**config.mk**
```make
export PLATFORM = sky130hd
export DESIGN_NAME = tdma_tx_scheduler_flat
export DESIGN_NICKNAME = d
export VERILOG_FILES = /design/src/rtl/tdma_tx_scheduler_if.sv /design/src/rtl/tdma_tx_scheduler.sv /design/src/flat_wrapper.sv
export SDC_FILE = /design/constraint.sdc
export NUM_CORES = 1
export LEC_CHECK = 0
export CORE_UTILIZATION = 40
export CTS_BUF_LIST = sky130_fd_sc_hd__clkbuf_4
export CTS_CLUSTER_SIZE = 28
export DETAILED_ROUTE_END_ITERATION = 16
export MAX_ROUTING_LAYER = met4
export SETUP_SLACK_MARGIN = 0.4
export SLEW_MARGIN = 40
export SYNTH_ARGS = -nofsm -noshare
export SYNTH_HDL_FRONTEND = slang
export SYNTH_SLANG_ARGS = --single-unit
```
**constraint.sdc**
```tcl
create_clock -name clk -period 4.85 [get_ports clk]
set_input_delay 0.485 -clock clk [delete_from_list [all_inputs] [get_ports clk]]
set_output_delay 0.485 -clock clk [all_outputs]
set_load 0.1 [all_outputs]
```
**src/rtl/tdma_tx_scheduler_if.sv**
```systemverilog
// Controller / radio-TX side bundle of the TDMA transmit scheduler.
// The master drives the controller and radio inputs. The slave is the scheduler.
interface tdma_tx_scheduler_if #(
   parameter int unsigned WORD_WIDTH = 16
);
   logic                  frameSync;
   logic [WORD_WIDTH-1:0] frameLength;
   logic [WORD_WIDTH-1:0] myTimeslot;
   logic                  role;
   logic                  iHaveData;
   logic                  channel_clear;
   logic                  tx_done;

   logic                  okToSend;
   logic [WORD_WIDTH-1:0] slotCount;
   logic                  frameStart;
   logic                  txSuccess;
   logic                  txDrop;
   logic [3:0]            retryCount;
   logic                  synced;
   logic                  slotInvalid;

   modport master (
      output frameSync, frameLength, myTimeslot, role, iHaveData, channel_clear, tx_done,
      input  okToSend, slotCount, frameStart, txSuccess, txDrop, retryCount, synced, slotInvalid
   );

   modport slave (
      input  frameSync, frameLength, myTimeslot, role, iHaveData, channel_clear, tx_done,
      output okToSend, slotCount, frameStart, txSuccess, txDrop, retryCount, synced, slotInvalid
   );
endinterface

```
**src/rtl/tdma_tx_scheduler.sv**
```systemverilog
// Per-node TDMA transmit scheduler: slot/frame timing after CH sync, CCA, and send gating.
// It also handles retries across frames and drops the data after MAX_RETRIES failures.
module tdma_tx_scheduler #(
   parameter int unsigned WORD_WIDTH  = 16,
   parameter int unsigned SLOT_CYCLES = 1000,
   parameter int unsigned CCA_CYCLES  = 4,
   parameter int unsigned MAX_RETRIES = 3
) (
   input  logic                clk,
   input  logic                rst,
   tdma_tx_scheduler_if.slave  bus
);

   localparam int unsigned CYCLE_W = (SLOT_CYCLES > 1) ? $clog2(SLOT_CYCLES) : 1;
   localparam int unsigned RETRY_W = 4;

   typedef enum logic [1:0] {IDLE, WAIT_SLOT, CCA, SEND} stateT;

   stateT               state;
   stateT               stateNext;
   logic [CYCLE_W-1:0]  cycleCnt;
   logic                pending;

   logic [WORD_WIDTH-1:0] effLen_c;
   logic [WORD_WIDTH-1:0] ownSlot_c;
   logic                  ownInvalid_c;
   logic                  slotWrap_c;
   logic                  frameWrap_c;
   logic                  slotStart_c;
   logic                  ccaActive_c;
   logic                  success_c;
   logic                  fail_c;
   logic                  drop_c;
   logic                  okToSendNext;
   logic                  pendingNext;
   logic [RETRY_W-1:0]    retryNext;

   // Slot geometry. The first CCA sample is taken in the WAIT_SLOT cycle that opens our slot.
   always_comb begin
      effLen_c     = (bus.frameLength == '0) ? WORD_WIDTH'(1) : bus.frameLength;
      ownSlot_c    = bus.role ? '0 : bus.myTimeslot;
      ownInvalid_c = (ownSlot_c >= effLen_c);
      slotWrap_c   = bus.synced && (cycleCnt == CYCLE_W'(SLOT_CYCLES - 1));
      frameWrap_c  = slotWrap_c && (bus.slotCount >= (effLen_c - WORD_WIDTH'(1)));
      slotStart_c  = (state == WAIT_SLOT) && pending && !ownInvalid_c &&
                     (bus.slotCount == ownSlot_c) && (cycleCnt == '0);
      ccaActive_c  = !bus.frameSync && ((state == CCA) || slotStart_c);
   end

   // State register and registered FSM outputs.
   always_ff @(posedge clk) begin
      if (rst) begin
         state          <= IDLE;
         pending        <= 1'b0;
         bus.okToSend   <= 1'b0;
         bus.txSuccess  <= 1'b0;
         bus.txDrop     <= 1'b0;
         bus.retryCount <= '0;
      end else begin
         state          <= stateNext;
         pending        <= pendingNext;
         bus.okToSend   <= okToSendNext;
         bus.txSuccess  <= success_c;
         bus.txDrop     <= drop_c;
         bus.retryCount <= retryNext;
      end
   end

   // Next state. frameSync aborts any attempt without charging a retry.
   always_comb begin
      stateNext = state;
      success_c = 1'b0;
      fail_c    = 1'b0;
      if (bus.frameSync) begin
         stateNext = WAIT_SLOT;
      end else begin
         case (state)
            IDLE: stateNext = IDLE;
            WAIT_SLOT, CCA: begin
               if (ccaActive_c) begin
                  if (!bus.channel_clear) begin
                     fail_c    = 1'b1;
                     stateNext = WAIT_SLOT;
                  end else if (cycleCnt == CYCLE_W'(CCA_CYCLES - 1)) begin
                     stateNext = SEND;
                  end else begin
                     stateNext = CCA;
                  end
               end
            end
            SEND: begin
               if (bus.tx_done) begin
                  success_c = 1'b1;
                  stateNext = WAIT_SLOT;
               end else if (slotWrap_c) begin
                  fail_c    = 1'b1;
                  stateNext = WAIT_SLOT;
               end
            end
            default: stateNext = IDLE;
         endcase
      end
   end

   // Output next-values: grant follows SEND, and a completed or dropped attempt clears pending and retries.
   always_comb begin
      drop_c       = fail_c && (bus.retryCount == RETRY_W'(MAX_RETRIES - 1));
      okToSendNext = (stateNext == SEND);
      pendingNext  = pending;
      retryNext    = bus.retryCount;
      if (success_c || drop_c) begin
         pendingNext = 1'b0;
         retryNext   = '0;
      end else begin
         if (bus.iHaveData) pendingNext = 1'b1;
         if (fail_c) retryNext = bus.retryCount + RETRY_W'(1);
      end
   end

   // Slot/frame timing. It only runs once synced, and frameSync restarts it.
   always_ff @(posedge clk) begin
      if (rst) begin
         cycleCnt        <= '0;
         bus.slotCount   <= '0;
         bus.synced      <= 1'b0;
         bus.frameStart  <= 1'b0;
         bus.slotInvalid <= 1'b0;
      end else begin
         bus.frameStart  <= 1'b0;
         bus.slotInvalid <= (bus.synced || bus.frameSync) && ownInvalid_c;
         if (bus.frameSync) begin
            cycleCnt       <= '0;
            bus.slotCount  <= '0;
            bus.synced     <= 1'b1;
            bus.frameStart <= 1'b1;
         end else if (bus.synced) begin
            if (slotWrap_c) begin
               cycleCnt <= '0;
               if (frameWrap_c) begin
                  bus.slotCount  <= '0;
                  bus.frameStart <= 1'b1;
               end else begin
                  bus.slotCount <= bus.slotCount + WORD_WIDTH'(1);
               end
            end else begin
               cycleCnt <= cycleCnt + CYCLE_W'(1);
            end
         end
      end
   end

endmodule
```
**src/flat_wrapper.sv**
```systemverilog
// flat-port wrapper written by rule: the top's interface ports become plain ports
module tdma_tx_scheduler_flat 
#(
   parameter int unsigned WORD_WIDTH  = 16,
   parameter int unsigned SLOT_CYCLES = 1000,
   parameter int unsigned CCA_CYCLES  = 4,
   parameter int unsigned MAX_RETRIES = 3
)
  (clk, rst, bus_frameSync, bus_frameLength, bus_myTimeslot, bus_role, bus_iHaveData, bus_channel_clear, bus_tx_done, bus_okToSend, bus_slotCount, bus_frameStart, bus_txSuccess, bus_txDrop, bus_retryCount, bus_synced, bus_slotInvalid);
  tdma_tx_scheduler_if #(.WORD_WIDTH(WORD_WIDTH)) bus_i ();
  input  logic clk;
  input  logic rst;
  input wire logic [$bits(bus_i.frameSync)-1:0] bus_frameSync;
  input wire logic [$bits(bus_i.frameLength)-1:0] bus_frameLength;
  input wire logic [$bits(bus_i.myTimeslot)-1:0] bus_myTimeslot;
  input wire logic [$bits(bus_i.role)-1:0] bus_role;
  input wire logic [$bits(bus_i.iHaveData)-1:0] bus_iHaveData;
  input wire logic [$bits(bus_i.channel_clear)-1:0] bus_channel_clear;
  input wire logic [$bits(bus_i.tx_done)-1:0] bus_tx_done;
  output wire logic [$bits(bus_i.okToSend)-1:0] bus_okToSend;
  output wire logic [$bits(bus_i.slotCount)-1:0] bus_slotCount;
  output wire logic [$bits(bus_i.frameStart)-1:0] bus_frameStart;
  output wire logic [$bits(bus_i.txSuccess)-1:0] bus_txSuccess;
  output wire logic [$bits(bus_i.txDrop)-1:0] bus_txDrop;
  output wire logic [$bits(bus_i.retryCount)-1:0] bus_retryCount;
  output wire logic [$bits(bus_i.synced)-1:0] bus_synced;
  output wire logic [$bits(bus_i.slotInvalid)-1:0] bus_slotInvalid;
  assign bus_i.frameSync = bus_frameSync;
  assign bus_i.frameLength = bus_frameLength;
  assign bus_i.myTimeslot = bus_myTimeslot;
  assign bus_i.role = bus_role;
  assign bus_i.iHaveData = bus_iHaveData;
  assign bus_i.channel_clear = bus_channel_clear;
  assign bus_i.tx_done = bus_tx_done;
  assign bus_okToSend = bus_i.okToSend;
  assign bus_slotCount = bus_i.slotCount;
  assign bus_frameStart = bus_i.frameStart;
  assign bus_txSuccess = bus_i.txSuccess;
  assign bus_txDrop = bus_i.txDrop;
  assign bus_retryCount = bus_i.retryCount;
  assign bus_synced = bus_i.synced;
  assign bus_slotInvalid = bus_i.slotInvalid;
  tdma_tx_scheduler #(.WORD_WIDTH(WORD_WIDTH), .SLOT_CYCLES(SLOT_CYCLES), .CCA_CYCLES(CCA_CYCLES), .MAX_RETRIES(MAX_RETRIES)) u_core (.clk(clk), .rst(rst), .bus(bus_i));
endmodule
```
Yosys cells after proc, flatten, opt, wreduce, memory -nomap -nowiden. Index checks and enable logic that the tools add are counted.

Add/sub/neg operators: 4. Multipliers: 0. Divide/modulo/power cells: 0. Order comparisons: 2. Eq/ne operators: 8. Shift-type cells: 0. Muxes and demuxes: 24. Bitwise operators: 0. Reductions and logical operators: 21.

Operators by type and width (number): 2-to-1 mux 16 bit (3); >= comparator 16 bit (2); adder 16 x 1 -> 16 bit (second input constant) (1); equality test 16 bit (1); zero test 16 bit (1); subtractor 16 x 1 -> 16 bit (second input constant) (1); 2-to-1 mux 1 bit (13); adder 10 x 1 -> 10 bit (second input constant) (1); equality test 10 bit (second input constant) (1); equality test 10 x 2 -> 1 bit (second input constant) (1); zero test 10 bit (1); 2-to-1 mux 10 bit (1); 2-to-1 mux 2 bit (5); logical AND 1 bit (9); equality test 2 bit (second input constant) (3); case mux 2 bit (3 select lines) (1); OR reduction 2 bit (3); adder 4 x 1 -> 4 bit (second input constant) (1); equality test 4 x 2 -> 1 bit (second input constant) (1); logical OR 1 bit (3); equality test 2 x 1 -> 1 bit (second input constant) (1); zero test 1 bit (2); zero test 2 bit (1); case mux 1 bit (2 select lines) (1); AND reduction 2 bit (1).

Flip-flop bits (word level): 39. Latch bits: 0. RAM bits: 0. Bits in read-only memories: 0. Input bits: 39. Word-level logic and storage cells: 70. Memories kept: 0.

Logic depth before layout (Yosys ltp).
Word-level depth: 15. Mapped depth: 20. Mapped depth without buffers: 19.

Worst setup path after synthesis. OpenSTA, ideal clock, no wires.

Path type: input to register. From: input bus_frameLength[9]. To: register u_core.bus.slotCount[5]. Setup time: 118 ps. Data arrival time: 4014 ps. Path slack: 719 ps. Stages on the path: 20. Buffers on the path: 1. Cell sequence: or4_1 -> nor3_1 -> nand2_1 -> or4_4 -> nor2_1 -> nor2_1 -> ha_1 -> nand2_1 -> nor3_1 -> nand3_1 -> xnor2_1 -> ha_1 -> a21o_1 -> a21o_1 -> nor4_1 -> o21a_1 -> o31a_1 -> o21ai_1 -> buf_2 -> nor2_1.

Cells in the longest elaborated chain, start to end: 6.

RTL lines: start: declaration (line flat_wrapper.sv:14) `input wire logic [$bits(bus_i.frameLength)-1:0] bus_frameLength;`; zero test 16 bit (line tdma_tx_scheduler.sv:40) `effLen_c = (bus.frameLength == '0) ? WORD_WIDTH'(1) : bus.frameLength;`; 2-to-1 mux 16 bit (*) (line tdma_tx_scheduler.sv:40); subtractor 16 x 1 -> 16 bit (*) (line tdma_tx_scheduler.sv:44) `frameWrap_c = slotWrap_c && (bus.slotCount >= (effLen_c - WORD_WIDTH'(1)));`; >= comparator 16 bit (*) (line tdma_tx_scheduler.sv:44); logical AND 1 bit (*) (line tdma_tx_scheduler.sv:44); 2-to-1 mux 16 bit (*) (line tdma_tx_scheduler.sv:139) `if (frameWrap_c) begin`; end signal: assignment (line tdma_tx_scheduler.sv:143) `bus.slotCount <= bus.slotCount + WORD_WIDTH'(1);`; end: declaration (line tdma_tx_scheduler_if.sv:30) `output okToSend, slotCount, frameStart, txSuccess, txDrop, retryCount, synced, slotInvalid`.

Mark *: on every way between the ends. The rest lies on a longest branch, timed or not. A chain may end at the register's enable or synchronous reset.

Final worst setup path.
From: input bus_frameLength[8]. To: register u_core.bus.frameStart.

Cells in the longest elaborated chain, start to end: 9.

RTL lines: zero test 16 bit (line tdma_tx_scheduler.sv:40); 2-to-1 mux 16 bit (*) (line tdma_tx_scheduler.sv:40); subtractor 16 x 1 -> 16 bit (*) (line tdma_tx_scheduler.sv:44); >= comparator 16 bit (*) (line tdma_tx_scheduler.sv:44); logical AND 1 bit (*) (line tdma_tx_scheduler.sv:44); 2-to-1 mux 1 bit (*) (line tdma_tx_scheduler.sv:139); 2-to-1 mux 1 bit (*) (line tdma_tx_scheduler.sv:137) `if (slotWrap_c) begin`; 2-to-1 mux 1 bit (*) (line tdma_tx_scheduler.sv:136) `end else if (bus.synced) begin`; 2-to-1 mux 1 bit (*) (line tdma_tx_scheduler.sv:131) `if (bus.frameSync) begin`; end signal: assignment (line tdma_tx_scheduler.sv:129) `bus.frameStart <= 1'b0;`; end signal: assignment (line tdma_tx_scheduler.sv:135) `bus.frameStart <= 1'b1;`; end signal: assignment (line tdma_tx_scheduler.sv:141) `bus.frameStart <= 1'b1;`; end: declaration (line tdma_tx_scheduler_if.sv:30).

Marks and branches as above.

==> qor.yml <==
sta:
  finalSetupViolCount: 0
  hold_viol_final: 0
  rsz0062_at_grt: "false"
  period_minus_slack_ns: 4.27
  setup-tns-final_ns: 0
  drv_slew: 0
  relSlewSlack: 0.573
  max_freq_ghz: 0.234
  period_share: 0.881
  worst_pin_slew_ns: 0.634
  clock_skew_ns: 0.0101
clock_network:
  htreeDepth: 2
  root_buffer: "clkbuf_4"
  clock_latency_ns: 0.35
  clkSinkCount: 39
  numCtsBuffers: 5
  clk_pin_slew_ns: 0.11
  holdBufCountCts: 0
  clockBufferDepth: 2
  cts_tree: "done"
synth:
  synthesis.nets: 492
  yosys.area.top_type: "dfxtp_1"
  yosys-top-cells-area: "dfxtp_1 (24%), ha_1 (16%), nor2_1 (6.5%)"
  postSynthCellCount: 410
  synthArstFlopShare: 0
  ys.warnings.count: 0
  syn_area_per_cell_um2: 7.98
  ys_seq_area_frac: 0.239
  synth_most_common_cell: "nor2_1"
  synth_edf_count: 0
  synth_cell_types: 52
  synthDominantCellAreaShare: 0.239
  ys.flop_type: "dfxtp_1"
  ys_top_cells_by_count: "nor2_1 (57), ha_1 (43), dfxtp_1 (39)"
  synth_area_um2: 3270
  ys_seq_elements: 39
grt:
  grt_pass1_wl_um: 14000
  grt_pass1_vias: 2994
  track_usage: 0.209
  gr-total-overflow: 0
  antenna_found_initial: 0
  grt_max_degree: 18
cells_and_area:
  fillers: 759
  synthToLayoutAreaGrowth_pct: 25.0
  n_antenna_cell: 0
  regArea_um2: 781
  final_area_um2: 4090
  final_layout_size_suffix_gt1_frac: 0.130
  nNetsFinal: 559
  utilization: 0.524
  multi_input_area_um2: 2400
  fin_cells: 580
route:
  wl_met1_um: 4060
  routed_via_density: 5.44
  met3_length_um: 336
  drt-total-wl_um: 8540
  top_layer: "met4"
  ant_nets: 0
  vias: 3156
  drc: 0
  drtIter0Drc: 60
  wl_per_cell_um: 14.7
  dr.pass1.iters: 5
  wl_met2_um: 3960
worst_setup_path:
  rr_endpoint: "u_core.bus.frameStart$_SDFF_PP0_"
  r2r_start: "u_core.bus.slotCount[0]$_SDFFE_PP0P_"
  r2r_slack_ns: 2.34
  cp_slowest_cell: "or4_4"
  crit_fanout: 3
  ff2ff_path_depth: 11
  crit_type: "input pin to flop"
  max_stage_delay_ns: 0.58
  critPathArrivalTime_ns: 4.51
  crit_required_ns: 5.08
  path_cells: "clkdlybuf4s50_1, or4_4, nor3_4, nand2_2, or4_4, nor2_4, nor2_2, ha_2, nand2_4, nor3_1, nand3_1, xnor2_1, ha_1, a21o_1, a21o_1, nor4_2, o21a_1, o31a_1, buf_4, o21ai_0, nor2b_1"
  startpoint_type: "input pin"
  end_kind: "flop"
placed_design:
  dp_hpwl_um: 6720
  gp_congestion: 0.935
  io_buffers: 64
  dp_cells: 569
  place_area_um2: 3900
pwr:
  leakagePower_nw: 1.77
  ir_drop_mv: 0.184
  p_per_area_nw_per_um2: 184
run_status:
  outcome: "finished, final reports clean"
die:
  fp.dieW_um: 92.5
  dieArea_um2: 8550
  ios: 65
  coreArea_um2: 7810
  initial_core_util: 0.419
  fp-row-count: 32
  die_y_um: 92.5
hold_path:
  min_from: "u_core.bus.retryCount[2]$_SDFFE_PP0P_"
  whs_endpoint: "u_core.bus.retryCount[2]$_SDFFE_PP0P_"
  hold_class: "flop to flop"
  min_delay_path_depth: 2
flow_run:
  max_cap_violations: 0
[logic make-up (layout without fill, tap and decap cells)]
logic type | Yosys count | count (layout) | share of synthesized area
multiplexers | 3 | 3 | 0.00917
XOR/XNOR | 38 | 38 | 0.102
buffers and inverters | 39 | 107 | 0.0455
AO/OA/AOI/OAI | 75 | 75 | 0.151
flip-flops | 39 | 39 | 0.239
adder cells (fa/ha/maj) | 43 | 43 | 0.164
AND/OR/NAND/NOR | 173 | 173 | 0.290
[what timing repair did]
action | in CTS | in global routing
resized for setup | 1 | 19
hold endpoints to repair | 0 | 0
buffers inserted | 0 | 3
cloned | 0 | 0
endpoints found under the setup margin | 5 | 25
pin swaps | 1 | 9
[flip-flops by register name, summed over array words and instances, names as in the netlist, 2 cells and up]
signal                 cells
u_core.cycleCnt           10
u_core.bus.retryCount      4
u_core.state               2
u_core.bus.slotCount      16
[worst max path at each step]
| stage | from | to | slack, ns | cells after the start |
|---|---|---|---|---|
| floorplan | bus_frameLength[9] | u_core.bus.slotCount[5]$_SDFFE_PP0P_ | 0.72 | 20 |
| global placement | bus_frameLength[9] | u_core.pending$_SDFFE_PP0P_ | 0.12 | 17 |
| detailed placement | bus_frameLength[11] | u_core.pending$_SDFFE_PP0P_ | 0.01 | 17 |
| CTS | bus_frameLength[11] | u_core.bus.slotCount[1]$_SDFFE_PP0P_ | 0.43 | 21 |
| global route | bus_frameLength[8] | u_core.bus.frameStart$_SDFF_PP0_ | 0.38 | 21 |
| finish | bus_frameLength[8] | u_core.bus.frameStart$_SDFF_PP0_ | 0.58 | 21 |
[cell type report]
class | instances | area share
inverter | 28 | 0.0257
clock inverter | 2 | 0.0147
tap | 102 | 0.0312
clock buffer | 6 | 0.0110
timing repair buffer | 71 | 0.139
multi-input combinational | 332 | 0.588
sequential | 39 | 0.191
[layer usage]
| layer | GRT usage | vias up |
|---|---|---|
| li1 | - | 1598 |
| met2 | 0.343 | 66 |
| met4 | 0.0768 | 0 |
| met3 | 0.0304 | 16 |
| met1 | 0.262 | 1476 |
| met5 | - | - |
[stage by stage]
| step | hold slack, ns | power (mW) | worst slack, ns |
|---|---|---|---|
| after floorplan | 0.471 | 0.414 | 0.719 |
| after global placement | 0.478 | 0.476 | 0.121 |
| after detailed placement | 0.486 | 0.476 | 0.0149 |
| after CTS | 0.512 | 0.753 | 0.431 |
| after global routing | 0.532 | 0.786 | 0.382 |
| final | 0.506 | 0.752 | 0.577 |
[critical path: cells and delay by family]
kind | cells | cell delay, ns
xor+xnor | 1 | 0.13
simple gates | 11 | 2.09
fa+ha+maj | 2 | 0.46
buf+inv | 2 | 0.57
compound gates | 5 | 0.78
[cells in the final DEF (no fill, tap or decap), types with 6 or more instances in the layout]
cell type	netlist	routed
xor2_1	15	15
clkbuf_4	0	6
xnor2_1	23	23
dfxtp_1	39	39
a21oi_1	13	12
a31oi_1	7	7
nor3_1	10	9
ha_1	43	42
nand2_1	21	19
buf_4	0	6
nor2_1	57	55
nor2b_1	18	18
nor4bb_1	6	6
inv_1	28	28
buf_2	2	26
o21ai_0	19	17
nand3_1	14	14
a21o_1	9	9
clkdlybuf4s50_1	0	37
nand4_1	15	15
nand2b_1	6	6
[where the power goes]
group          total, mW  switching [mW]  internal (mW)  leakage, nW
combinational      0.147          0.0773         0.0701         1.39
clock              0.277           0.111          0.166       0.0559
sequential         0.327         0.00365          0.323        0.315
Note: power is estimated with default switching activity, not from simulation.
